--- src/rtl/x_oddr2_ser.sv ---
// Output DDR serializer: accepts WIDTH-bit words over valid/ready and emits
// two bits per enabled cycle as a (Q0, Q1) pair for an output DDR primitive.
// A holding register in front of the shifter lets words run back-to-back.
module x_oddr2_ser #(
  parameter int unsigned WIDTH     = 8,
  parameter bit          MSB_FIRST = 1'b1,
  parameter logic        INIT_Q0   = 1'b0,
  parameter logic        INIT_Q1   = 1'b0,
  parameter bit          IDLE_HOLD = 1'b0
) (
  input  logic             C,
  input  logic             RN,
  input  logic             CE,
  input  logic [WIDTH-1:0] DIN,
  input  logic             DIN_VALID,
  output logic             DIN_READY,
  output logic             Q0,
  output logic             Q1,
  output logic             Q_VALID,
  output logic             BUSY
);

  localparam int unsigned Beats = WIDTH / 2;
  localparam int unsigned BeatW = (Beats > 1) ? $clog2(Beats) : 1;
  localparam logic [BeatW-1:0] LastBeat = BeatW'(Beats - 1);

  typedef enum logic [0:0] {StIdle, StShift} state_e;

  state_e             r_state, w_state_nxt;
  logic [WIDTH-1:0]   r_hold, w_hold_nxt;
  logic               r_hold_valid, w_hold_valid_nxt;
  logic [WIDTH-1:0]   r_shift, w_shift_nxt;
  logic [BeatW-1:0]   r_beat, w_beat_nxt;
  logic               r_q0, w_q0_nxt;
  logic               r_q1, w_q1_nxt;
  logic               r_q_valid, w_q_valid_nxt;
  logic               r_busy, w_busy_nxt;

  logic               w_accept;
  logic               w_load;
  logic               w_adv;
  logic [WIDTH-1:0]   w_src;

  // Ready looks only at the holding register, so a full hold refuses a word
  // even in the cycle it drains into the shifter.
  assign DIN_READY = CE & ~r_hold_valid;
  assign w_accept  = CE & DIN_VALID & ~r_hold_valid;

  // Next-state: decide load/advance/idle, then derive the emitted pair.
  always_comb begin
    w_state_nxt      = r_state;
    w_hold_nxt       = r_hold;
    w_hold_valid_nxt = r_hold_valid;
    w_shift_nxt      = r_shift;
    w_beat_nxt       = r_beat;
    w_q0_nxt         = r_q0;
    w_q1_nxt         = r_q1;
    w_q_valid_nxt    = r_q_valid;
    w_busy_nxt       = r_busy;
    w_load           = 1'b0;
    w_adv            = 1'b0;

    unique case (r_state)
      StIdle: begin
        if (r_hold_valid) w_load = 1'b1;
      end
      StShift: begin
        if (r_beat == LastBeat) begin
          if (r_hold_valid) w_load = 1'b1;
        end else begin
          w_adv = 1'b1;
        end
      end
      default: ;
    endcase

    // The shifter always keeps the next pair at the same end of the word.
    w_src = w_load ? r_hold : r_shift;

    if (w_load || w_adv) begin
      if (MSB_FIRST) begin
        w_q0_nxt    = w_src[WIDTH-1];
        w_q1_nxt    = w_src[WIDTH-2];
        w_shift_nxt = w_src << 2;
      end else begin
        w_q0_nxt    = w_src[0];
        w_q1_nxt    = w_src[1];
        w_shift_nxt = w_src >> 2;
      end
      w_beat_nxt    = w_load ? '0 : r_beat + BeatW'(1);
      w_state_nxt   = StShift;
      w_q_valid_nxt = 1'b1;
    end else begin
      w_state_nxt   = StIdle;
      w_q_valid_nxt = 1'b0;
      w_beat_nxt    = '0;
      if (!IDLE_HOLD) begin
        w_q0_nxt = INIT_Q0;
        w_q1_nxt = INIT_Q1;
      end
    end

    // Load and accept are exclusive: load needs a full hold, accept an empty one.
    if (w_load) w_hold_valid_nxt = 1'b0;
    if (w_accept) begin
      w_hold_valid_nxt = 1'b1;
      w_hold_nxt       = DIN;
    end

    w_busy_nxt = (w_state_nxt == StShift) | w_hold_valid_nxt;
  end

  // State registers: synchronous reset wins over the clock enable.
  always_ff @(posedge C) begin
    if (!RN) begin
      r_state      <= StIdle;
      r_hold       <= '0;
      r_hold_valid <= 1'b0;
      r_shift      <= '0;
      r_beat       <= '0;
      r_q0         <= INIT_Q0;
      r_q1         <= INIT_Q1;
      r_q_valid    <= 1'b0;
      r_busy       <= 1'b0;
    end else if (CE) begin
      r_state      <= w_state_nxt;
      r_hold       <= w_hold_nxt;
      r_hold_valid <= w_hold_valid_nxt;
      r_shift      <= w_shift_nxt;
      r_beat       <= w_beat_nxt;
      r_q0         <= w_q0_nxt;
      r_q1         <= w_q1_nxt;
      r_q_valid    <= w_q_valid_nxt;
      r_busy       <= w_busy_nxt;
    end
  end

  assign Q0      = r_q0;
  assign Q1      = r_q1;
  assign Q_VALID = r_q_valid;
  assign BUSY    = r_busy;

endmodule

--- config.mk ---
export PLATFORM = sky130hd
export DESIGN_NAME = x_oddr2_ser
export DESIGN_NICKNAME = d
export VERILOG_FILES = /design/src/rtl/x_oddr2_ser.sv
export SDC_FILE = /design/constraint.sdc
export NUM_CORES = 1
export LEC_CHECK = 0
export BUFFER_PORTS_ARGS = -buffer_cell sky130_fd_sc_hd__buf_2
export CAP_MARGIN = 20
export CORE_MARGIN = 2
export CORE_UTILIZATION = 55
export CTS_BUF_LIST = sky130_fd_sc_hd__clkbuf_4 sky130_fd_sc_hd__clkbuf_8
export DETAILED_ROUTE_END_ITERATION = 16
export PLACE_DENSITY_LB_ADDON = 0.08
export SLEW_MARGIN = 20
export SYNTH_ARGS = -nofsm -noshare
export SYNTH_HDL_FRONTEND = slang
export SYNTH_SLANG_ARGS = --single-unit
--- constraint.sdc ---
create_clock -name C -period 1.4 [get_ports C]
set_clock_uncertainty 0.15 [all_clocks]
set_input_delay 0.07 -clock C [delete_from_list [all_inputs] [get_ports C]]
set_output_delay 0.07 -clock C [all_outputs]
set_load 0.01 [all_outputs]
Word level (Yosys, flattened, before mapping)

Index checks and enable logic that the tools add are counted.

Register bits after elaboration: 21
Bits of input ports: 12
Output and inout port bits: 5
Word-level logic and storage cells: 32

Add/subtract/negate cells: 1
Equality and inequality tests: 1
Multiplexer cells: 13
Bitwise logic cells: 6
Reduce and logical (&&, ||, !) cells: 3

Operator list:

| cell                  | number |
|---|---|
| $mux W1               | 9 |
| $mux W8               | 1 |
| $mux W2               | 2 |
| $reduce_and A2 Y1     | 2 |
| $and A1 B1 Y1         | 3 |
| $add A2 B1 Y2 const B | 1 |
| $eq A2 B2 Y1 const B  | 1 |
| $not A1 Y1            | 2 |
| $pmux W1 S2           | 1 |
| $logic_or A1 B1 Y1    | 1 |
| $or A1 B1 Y1          | 1 |

Longest topological paths before layout

Depth after elaboration: 6
Gate-level depth with buffers: 5
Mapped depth without buffers: 4

Least setup slack after synthesis

No wires, ideal clock.

Path type: register -> register
Start point: reg r_beat[0]
End point: reg r_shift[4]
Library setup time: 126 ps
Arrival: 957 ps
Data required time: 1,124 ps
Slack: 167 ps
Cell stages (with the launch flop): 5
Path buffers: 0
Clock period less this slack: 1,233 ps
Cells stage by stage: dfxtp_1 -> ha_1 -> nand3b_1 -> o221ai_1 -> a21oi_1

Longest elaborated chain between the ends: 5
Elaborated cells on any way between the ends: 8
Those cells by class: 1 x eq/ne; 5 x mux; 2 x reduce/logical

Ends and longest elaborated chain:

| element                                | RTL line | text |
|---|---|---|
| start, declared                        | 33       | `logic [BeatW-1:0] r_beat, w_beat_nxt;` |
| start signal, assigned                 | 130      | `r_beat <= w_beat_nxt;` |
| $eq A2 B2 Y1 (*)                       | 68       | `if (r_beat == LastBeat) begin` |
| $mux W1                                | 68       |  |
| $pmux W1 S2 or $mux W1 (tied branches) | 63       | `unique case (r_state)` |
| $logic_or A1 B1 Y1                     | 80       | `if (w_load \|\| w_adv) begin` |
| $reduce_and A2 Y1 (no source line)     | --       |  |
| end signal, assigned                   | 129      | `r_shift <= w_shift_nxt;` |
| end, declared                          | 32       | `logic [WIDTH-1:0] r_shift, w_shift_nxt;` |

Mark *: on every way between the ends. The rest lies on a longest branch, timed or not.
A chain may end at the register's enable or synchronous reset.

Worst setup path in the final report

Start point: reg r_beat[0]
End point: reg r_shift[2]

The elaborated chain is that of the path after synthesis.

==> results_dict.tcl <==
set metrics [dict create \
    seq_area_frac_synth 0.452 \
    cp_slowest_stage_delay_ps 350 \
    max_freq_mhz 745 \
    powerDensity_mw_per_mm2 958 \
    path_class "register to register" \
    timing_hold_violations_final 0 \
    maximum_number_of_pins_on_one_net_before_global_route_repair 24 \
    grt.overflow.total 0 \
    global_route_wire_length_before_repair_mm 3.10 \
    synth_edf_count 0 \
    asyncSetResetFlopFracSynth 0 \
    netlist-cell-type-count 26 \
    cts.sinks 21 \
    finalSetupViolations 0 \
    timing.critical_path.max_delay_family "flip-flops" \
    grt_antenna_before_repair 0 \
    fin_crit_ps 1340 \
    global_route.usage.total 0.214 \
    yosys_warning_total 0 \
    layout-area-overhead-vs-synth_pct 24.5 \
    finalSetupTns_ps 0 \
    io_buffer_count 16 \
    critPathBufInv 0 \
    worst_setup_path_start_kind "register" \
    cts-buffers-inserted 3 \
    cap_violations 0 \
    design.core.area_mm2 0.00154 \
    dp_hpwl_mm 1.17 \
    endpoint_type_of_the_worst_setup_path "register" \
    h-tree-depth 1 \
    pre_repair_dr_iteration_count 4 \
    clk_latency_ps 300 \
    cp_slowest_cell "dfxtp_2" \
    path_cells "ha_2, and2b_2, o21a_1, o22ai_1" \
    postSynthNetCount 109 \
    tightestPinTransition_ps 326 \
    clk_pin_slew_ps 110 \
    synth_area_per_cell_um2 9.68 \
    cts-root-to-sink-buffers 2 \
    tritoncts "built" \
    rsz0062_at_grt "false" \
    initial_cell_density_of_the_core 0.603 \
    status "completed" \
    finish.cell_count_without_fillers 140 \
    via_count_of_the_first_global_routing_pass 711 \
    mappedNetlistArea_um2 930 \
    die_area_mm2 0.00203 \
    die_w_um 45.1 \
    post-place-cells 124 \
    register_bit_total_from_synthesis 21 \
    gpl_wtd_cong 0.799 \
    min_period_over_period 0.958 \
    ys.flop_type "dfxtp_1" \
    worst_ep_required_time_ps 1490 \
    hold_class "primary input to register" \
    boundaryPins 17 \
    final_layout_size_suffix_gt1_frac 0.242 \
    routed_wire_length_per_instance_um 13.4 \
    post_drt_via_cell_ratio 5.49 \
    finalMaxSlewViolations 0 \
    maxSlewHeadroom 0.783 \
    num_rows 14 \
    initialDrtViolationCount 24 \
    cp_data_arrival_time_ps 1430 \
    p_leak_uw 0.000489 \
    cp_max_fo 6 \
    net_total_in_the_final_layout 138 \
    die_h_um 45.1 \
    drc 0 \
    num_vias 769 \
    vdd.ir_drop.worst_uv 672 \
    postRouteWirelength_mm 1.88 \
    detail-route-antenna-nets 0 \
    hold-worst-slack_ps 17.3 \
    synth_cells 96 \
    insertedDiodeCount 0 \
    clk_root_buffer_cell "clkbuf_4" \
]
==> state kept, by name (all words and copies together), names as in the netlist <==
signal / cells
r_beat: 2
r_shift: 6
r_hold: 8
Q1: 1
Q0: 1
r_hold_valid: 1
BUSY: 1
Q_VALID: 1
==> tightest hold or removal path: cells and delay by family <==
| kind | cells | cell delay (ps) |
|---|---|---|
| buffers and inverters | 1 | 210 |
| AO/OA/AOI/OAI | 2 | 150 |
==> worst paths after layout <==
kind	startpoint	to	slack [ps]	depth (start not counted)
worst min-delay path	RN	BUSY	20	3
worst max register to register	r_beat[0]	r_shift[2]	60	4
worst min register to register	r_hold[1]	r_shift[3]	330	2
worst max-delay path	r_beat[0]	r_shift[2]	60	4
==> timing repair <==
action                                 in CTS  in global routing
setup endpoints to repair                   1                 12
resized for setup                           1                  4
buffers inserted                            0                  1
pin swaps                                   0                  1
hold buffers                               11                  0
endpoints found under the hold margin      11                  0
==> layer usage <==
metal	up-vias	wire length, um	track usage
met5	-	0	0
met4	0	19	0.0882
met3	3	62	0.0480
met2	14	958	0.366
met1	350	842	0.256
li1	402	-	-
==> cells in the final DEF, fill, tap and decap left out <==
cell,instances
mux2i_1,9
a21boi_0,2
buf_2,16
and2b_2,1
o221ai_1,4
nor3_2,1
a21oi_1,5
a31oi_1,2
nand3b_4,1
clkbuf_4,4
ha_2,1
o21ai_0,8
a22oi_1,1
nand3_1,4
nand3b_1,5
o22ai_1,2
buf_4,4
dfxtp_1,20
o21a_1,1
inv_1,1
dfxtp_2,1
nand2b_2,1
and2_1,1
nor2_1,1
dlygate4sd3_1,11
nor2b_1,9
nand2_1,8
==> metrics by stage <==
stage | utilization | total power [uW] | instance area (um^2) | worst slack (ps)
floorplan | - | 749 | 930 | 167
global route | 0.751 | 1160 | 1160 | 11.7
CTS | 0.739 | 1110 | 1140 | 32.0
finish | 0.751 | 1110 | 1160 | 58.5
detailed placement | 0.647 | 787 | 997 | 18.8
global placement | 0.647 | 783 | 997 | 81.7
==> cells in the mapped netlist (3+ instances only) <==
cell       n  area, um^2
buf_6      3        33.8
a21oi_1    5        25.0
nand3b_1   5        37.5
nand2_1    8        30.0
nor2b_1    9        56.3
o21ai_0    8        40.0
mux2i_1    9        90.1
dfxtp_1   21         420
o221ai_1   4        35.0
nand3_1    4        20.0
==> power by group <==
| part | internal [uW] | total [uW] | switching [uW] | leakage, uW |
|---|---|---|---|---|
| Sequential | 623 | 639 | 15.1 | 0.000172 |
| Clock | 131 | 308 | 178 | 0.0000184 |
| Combinational | 86.4 | 162 | 76.0 | 0.000299 |
| Total | 841 | 1110 | 269 | 0.000489 |
==> cell families (layout without fill, tap and decap cells) <==
logic type / after synthesis / in the layout / synth area share
AND/OR/NAND/NOR: 32 / 32 / 0.207
buffers and inverters: 8 / 36 / 0.0633
flip-flops: 21 / 21 / 0.452
multiplexers: 9 / 9 / 0.0969
adder cells (fa/ha/maj): 1 / 1 / 0.0135
AO/OA/AOI/OAI: 25 / 25 / 0.167
==> area by class of cell <==
cell class	count	area [um^2]
fillers	121	384
well taps	16	20.0
clock buffers	4	30.0
multi-input cells	67	462
repair buffers	31	220
inverters	1	3.75
flip-flops and latches	21	422
Note: power is estimated with default switching activity, not from simulation.
